==> src/rtl/memory_port_arbiter.sv <==
`default_nettype none
//==============================================================================
// Module      : memory_port_arbiter
// Description : Shares one 32-bit memory port between the fetch (I) and
//               load/store (D) sides, one req/ack transaction at a time.
//               Define MEMORY_PORT_ARBITER_TIMEOUT_EN to abort stalled accesses.
// Revision    : 1.0 - initial release
//==============================================================================
module memory_port_arbiter #(
    parameter int STREAK_MAX = 4
`ifdef MEMORY_PORT_ARBITER_TIMEOUT_EN
    ,
    parameter int TIMEOUT_CYCLES = 255
`endif
) (
    input  logic        clk,
    input  logic        reset,
    input  logic        i_req,
    input  logic [31:0] i_addr,
    output logic [31:0] i_rdata,
    output logic        i_busy,
    output logic        i_err,
    input  logic        d_req,
    input  logic        d_we,
    input  logic [3:0]  d_be,
    input  logic [31:0] d_addr,
    input  logic [31:0] d_wdata,
    output logic [31:0] d_rdata,
    output logic        d_busy,
    output logic        d_err,
    output logic        bus_req,
    output logic        bus_we,
    output logic [3:0]  bus_be,
    output logic [31:0] bus_addr,
    output logic [31:0] bus_wdata,
    input  logic [31:0] bus_rdata,
    input  logic        bus_ack
);

    localparam int c_STREAK_W = $clog2(STREAK_MAX + 1);

    typedef enum logic [1:0] {
        ST_IDLE  = 2'd0,
        ST_OWN_I = 2'd1,
        ST_OWN_D = 2'd2,
        ST_DRAIN = 2'd3
    } state_t;

    state_t                r_state;
    state_t                w_next_state;
    logic [c_STREAK_W-1:0] r_streak;
    logic                  r_bus_req;
    logic                  r_bus_we;
    logic [3:0]            r_bus_be;
    logic [31:0]           r_bus_addr;
    logic [31:0]           r_bus_wdata;
    logic                  w_grant_i;
    logic                  w_grant_d;
    logic                  w_release;
    logic                  w_timeout;
    logic                  w_tmo_hit;
    logic                  w_i_wins;

`ifdef MEMORY_PORT_ARBITER_TIMEOUT_EN
    localparam int c_TCNT_W = ($clog2(TIMEOUT_CYCLES + 1) > 8) ? $clog2(TIMEOUT_CYCLES + 1) : 8;

    logic [c_TCNT_W-1:0] r_tcnt;

    // Counts cycles spent waiting for ack; restarts on every state change.
    always_ff @(posedge clk) begin
        if (reset || (w_next_state != r_state)) begin
            r_tcnt <= '0;
        end else if (r_state != ST_IDLE) begin
            r_tcnt <= r_tcnt + 1'b1;
        end
    end

    assign w_tmo_hit = (r_tcnt == c_TCNT_W'(TIMEOUT_CYCLES - 1));
    assign i_err     = w_timeout && (r_state == ST_OWN_I);
    assign d_err     = w_timeout && (r_state == ST_OWN_D);
`else
    assign w_tmo_hit = 1'b0;
    assign i_err     = 1'b0;
    assign d_err     = 1'b0;
`endif

    // Fairness: a saturated D streak hands the next slot to a waiting fetch.
    assign w_i_wins = i_req && (r_streak == c_STREAK_W'(STREAK_MAX));

    always_comb begin
        w_next_state = r_state;
        w_grant_i    = 1'b0;
        w_grant_d    = 1'b0;
        w_release    = 1'b0;
        w_timeout    = 1'b0;
        case (r_state)
            ST_IDLE: begin
                if (d_req && !w_i_wins) begin
                    w_grant_d    = 1'b1;
                    w_next_state = ST_OWN_D;
                end else if (i_req) begin
                    w_grant_i    = 1'b1;
                    w_next_state = ST_OWN_I;
                end
            end
            ST_OWN_I, ST_OWN_D: begin
                if (bus_ack) begin
                    w_release    = 1'b1;
                    w_next_state = ST_IDLE;
                end else if (!((r_state == ST_OWN_I) ? i_req : d_req)) begin
                    w_next_state = ST_DRAIN;
                end else if (w_tmo_hit) begin
                    w_timeout    = 1'b1;
                    w_release    = 1'b1;
                    w_next_state = ST_IDLE;
                end
            end
            ST_DRAIN: begin
                if (bus_ack || w_tmo_hit) begin
                    w_release    = 1'b1;
                    w_next_state = ST_IDLE;
                end
            end
            default: w_next_state = ST_IDLE;
        endcase
    end

    always_ff @(posedge clk) begin
        if (reset) begin
            r_state <= ST_IDLE;
        end else begin
            r_state <= w_next_state;
        end
    end

    always_ff @(posedge clk) begin
        if (reset) begin
            r_streak    <= '0;
            r_bus_req   <= 1'b0;
            r_bus_we    <= 1'b0;
            r_bus_be    <= 4'h0;
            r_bus_addr  <= 32'h0;
            r_bus_wdata <= 32'h0;
        end else begin
            if (!i_req || w_grant_i) begin
                r_streak <= '0;
            end else if (w_grant_d && (r_streak < c_STREAK_W'(STREAK_MAX))) begin
                r_streak <= r_streak + 1'b1;
            end

            if (w_grant_i) begin
                r_bus_req   <= 1'b1;
                r_bus_we    <= 1'b0;
                r_bus_be    <= 4'hF;
                r_bus_addr  <= i_addr;
                r_bus_wdata <= 32'h0;
            end else if (w_grant_d) begin
                r_bus_req   <= 1'b1;
                r_bus_we    <= d_we;
                r_bus_be    <= d_be;
                r_bus_addr  <= d_addr;
                r_bus_wdata <= d_wdata;
            end else if (w_release) begin
                r_bus_req   <= 1'b0;
            end
        end
    end

    assign bus_req   = r_bus_req;
    assign bus_we    = r_bus_we;
    assign bus_be    = r_bus_be;
    assign bus_addr  = r_bus_addr;
    assign bus_wdata = r_bus_wdata;

    // Read data is only meaningful to the owner in its completion cycle.
    assign i_rdata = ((r_state == ST_OWN_I) && bus_ack) ? bus_rdata : 32'h0;
    assign d_rdata = ((r_state == ST_OWN_D) && bus_ack) ? bus_rdata : 32'h0;
    assign i_busy  = i_req && !((r_state == ST_OWN_I) && (bus_ack || w_timeout));
    assign d_busy  = d_req && !((r_state == ST_OWN_D) && (bus_ack || w_timeout));

endmodule
`default_nettype wire

==> config.mk <==
export PLATFORM = sky130hd
export DESIGN_NAME = memory_port_arbiter
export DESIGN_NICKNAME = d
export VERILOG_FILES = /design/src/rtl/memory_port_arbiter.sv
export SDC_FILE = /design/constraint.sdc
export NUM_CORES = 1
export LEC_CHECK = 0
export CORE_AREA = 5 5 103 105
export CTS_CLUSTER_DIAMETER = 100
export DETAILED_ROUTE_END_ITERATION = 8
export DIE_AREA = 0 0 108 110
export DONT_BUFFER_PORTS = 1
export PLACE_DENSITY_LB_ADDON = 0.25
export SYNTH_ARGS = -nofsm -noshare
export SYNTH_HDL_FRONTEND = slang
export SYNTH_SLANG_ARGS = --single-unit
==> constraint.sdc <==
create_clock -name clk -period 2.7 [get_ports clk]
set_input_delay 0.81 -clock clk [delete_from_list [all_inputs] [get_ports clk]]
set_output_delay 0.81 -clock clk [all_outputs]
set_load 0.05 [all_outputs]
==> flow_metrics.tcl <==
set metrics [dict create \
    grt_pass1_vias 3479 \
    cpMostUsedCell "buf_4" \
    dp.cells 602 \
    seqCellArea_um2 1500 \
    io_buffer_count 0 \
    critPathCaptureType "output pin" \
    remaining_drc_errors 0 \
    ys_seq_area_share_pct 40.6 \
    num_rows 36 \
    cts_inserted_buffers 9 \
    ir_worst_vdd_mv 0.415 \
    cts.reportedPaths.clkPinSlew_ns 0.07 \
    fin_crit_ns 2.58 \
    htree_levels 3 \
    clock_skew_ns 0.0170 \
    grt.total_usage_pct 20.3 \
    ys_ff_latch 75 \
    fin_hold_ws_ns 0.506 \
    relSlewSlack_pct 60.8 \
    antenna_found_initial 0 \
    fin_cells 618 \
    synth_flop_cell "dfxtp_1" \
    grt_overflow 0 \
    holdBufCountCts 0 \
    cts_tree "done" \
    cpLargestDelayFamily "buffers and inverters" \
    final_antenna_net_count 0 \
    critical_path.max_stage_delay_ns 0.47 \
    dieArea_um2 11900 \
    critPathLaunchType "flop" \
    fmax_mhz 388 \
    viasPerCell 5.88 \
    drt-wirelength-per-cell_um 20.8 \
    drt_iter0_drc 331 \
    report.final.slew_viol_count 0 \
    core_region_area_um2 9550 \
    grt_first_pass_wirelength_mm 19.1 \
    gp_congestion 0.737 \
    syn_avg_cell_area_um2 8.16 \
    finalInstanceArea_um2 4380 \
    finalPower_mw 4.91 \
    fin_util_pct 45.9 \
    leakage_nw 1.89 \
    path_buf_inv 3 \
    async_flop_share_pct 0 \
    root_buffer "clkbuf_8" \
    clock_latency_ns 0.35 \
    die_w_um 108 \
    cts_buffer_depth 2 \
    setup_viol 0 \
    max_cap_violations 0 \
    tightestPinTransition_ns 0.588 \
    hpwl_mm 9.15 \
    hold_class "flop to flop" \
    rsz0062_at_grt "false" \
    crit_path_max_fanout 34 \
    die_h_um 110 \
    crit_arrival_ns 1.77 \
    fin_crit_sh_pct 95.4 \
    yosys.cell_types.count 32 \
    final_common_cell "dfxtp_1" \
    p_per_area_nw_per_um2 1120 \
    nets 624 \
    ys.warnings.count 0 \
    fillers 977 \
    start_util_pct 38.7 \
    routed_wl_mm 12.9 \
    diodes 0 \
    synth_edf_count 0 \
    num_vias 3634 \
    syn_inst 453 \
    cts.sinks 75 \
    multi_input_area_um2 1900 \
    cpMaxStageDelayCell "dfxtp_1" \
    postPlaceCellArea_um2 4170 \
    critical_path_class "flop to output pin" \
    grt_max_degree 71 \
    area_growth_pct 18.7 \
    crit_chain "inv_1 > ha_1 > buf_4 > and3_1 > buf_4" \
    worst_ep_required_time_ns 1.89 \
    outcome "complete, no violations" \
    timing_hold_violations_final 0 \
    syn_area_um2 3690 \
    firstDrtPassIters 5 \
    layout-drive-gt1-share_pct 19.6 \
    final_cell_mix "dfxtp_1 (75), buf_4 (73), nand3_1 (69)" \
    io_pins 276 \
]
timing repair:
action	in CTS	in global routing
gates resized for setup	1	1
hold endpoints to repair	0	0
setup buffers	0	0
endpoints found under the setup margin	33	32
pin swaps	0	0
path summary, 6_finish.rpt:
| path | from | endpoint | slack (ns) | cells past startpoint |
|---|---|---|---|---|
| setup / recovery | r_state[1]$_SDFFE_PP0P_ | i_rdata[28] | 0.12 | 5 |
| hold / removal | r_state[0]$_SDFFE_PP0P_ | r_state[0]$_SDFFE_PP0P_ | 0.51 | 2 |
| setup reg to reg | r_state[1]$_SDFFE_PP0P_ | r_state[0]$_SDFFE_PP0P_ | 0.65 | 6 |
| hold reg to reg | r_state[0]$_SDFFE_PP0P_ | r_state[0]$_SDFFE_PP0P_ | 0.51 | 2 |
cell families (layout without fill, tap and decap cells):
group,after synthesis,count (layout),share of synthesized area [%]
compound gates,151,151,24.7
xor+xnor,1,1,0.237
fa+ha+maj,6,6,2.03
buf+inv,67,98,8.64
flops,75,75,40.6
mux,3,3,0.847
other cells,1,2,0.101
simple gates,149,149,22.9
cell usage after synthesis (all sizes together), types with 2 or more instances:
cell,count,area (um2)
inv,7,26.3
o21ai,39,195
and3,65,407
clkbuf,42,158
a32oi,32,280
a31oi,4,25.0
ha,6,75.1
nand2,3,11.3
nor3b,5,37.5
dfxtp,75,1500
and2,2,12.5
nand3,70,350
a21boi,2,15.0
mux2i,2,20.0
buf,18,135
a21oi,68,340
power by group:
part / internal [mW] / switching (mW)
Clock: 0.456 / 0.422
Combinational: 0.591 / 1.22
Sequential: 1.33 / 0.897
stage by stage:
| stage | setup WS [ns] | setup TNS [ns] |
|---|---|---|
| after floorplan | -0.195 | -0.391 |
| after global placement | 0.330 | 0 |
| after detailed placement | 0.225 | 0 |
| after CTS | 0.122 | 0 |
| after global routing | 0.00702 | 0 |
| final | 0.125 | 0 |
state kept, by name (all words and copies together), names as in the netlist:
| register | flops |
|---|---|
| bus_req | 1 |
| bus_be | 4 |
| bus_we | 1 |
| bus_addr | 32 |
| r_streak | 3 |
| r_state | 2 |
| bus_wdata | 32 |
routing by layer:
layer,up-vias,routed length (um),global-route usage [%]
met5,-,0,0
met4,0,148,6.76
met3,12,1450,7.28
met2,226,6710,36.4
met1,1666,4560,22.4
li1,1730,-,-
tightest hold or removal path: stages (launching register included):
cell	delay, ns
dfxtp_1	0.34
nand2_1	0.06
mux2i_1	0.06
final cells by class:
cell class                      instances  area share (%)
Timing Repair Buffer                   75            13.4
Clock buffer                           11            3.22
Inverter                                7           0.599
Clock inverter                          5            1.37
Multi-Input combinational cell        312            43.4
Tap cell                              133            3.80
Sequential cell                        75            34.2
Note: power is estimated with default switching activity, not from simulation.
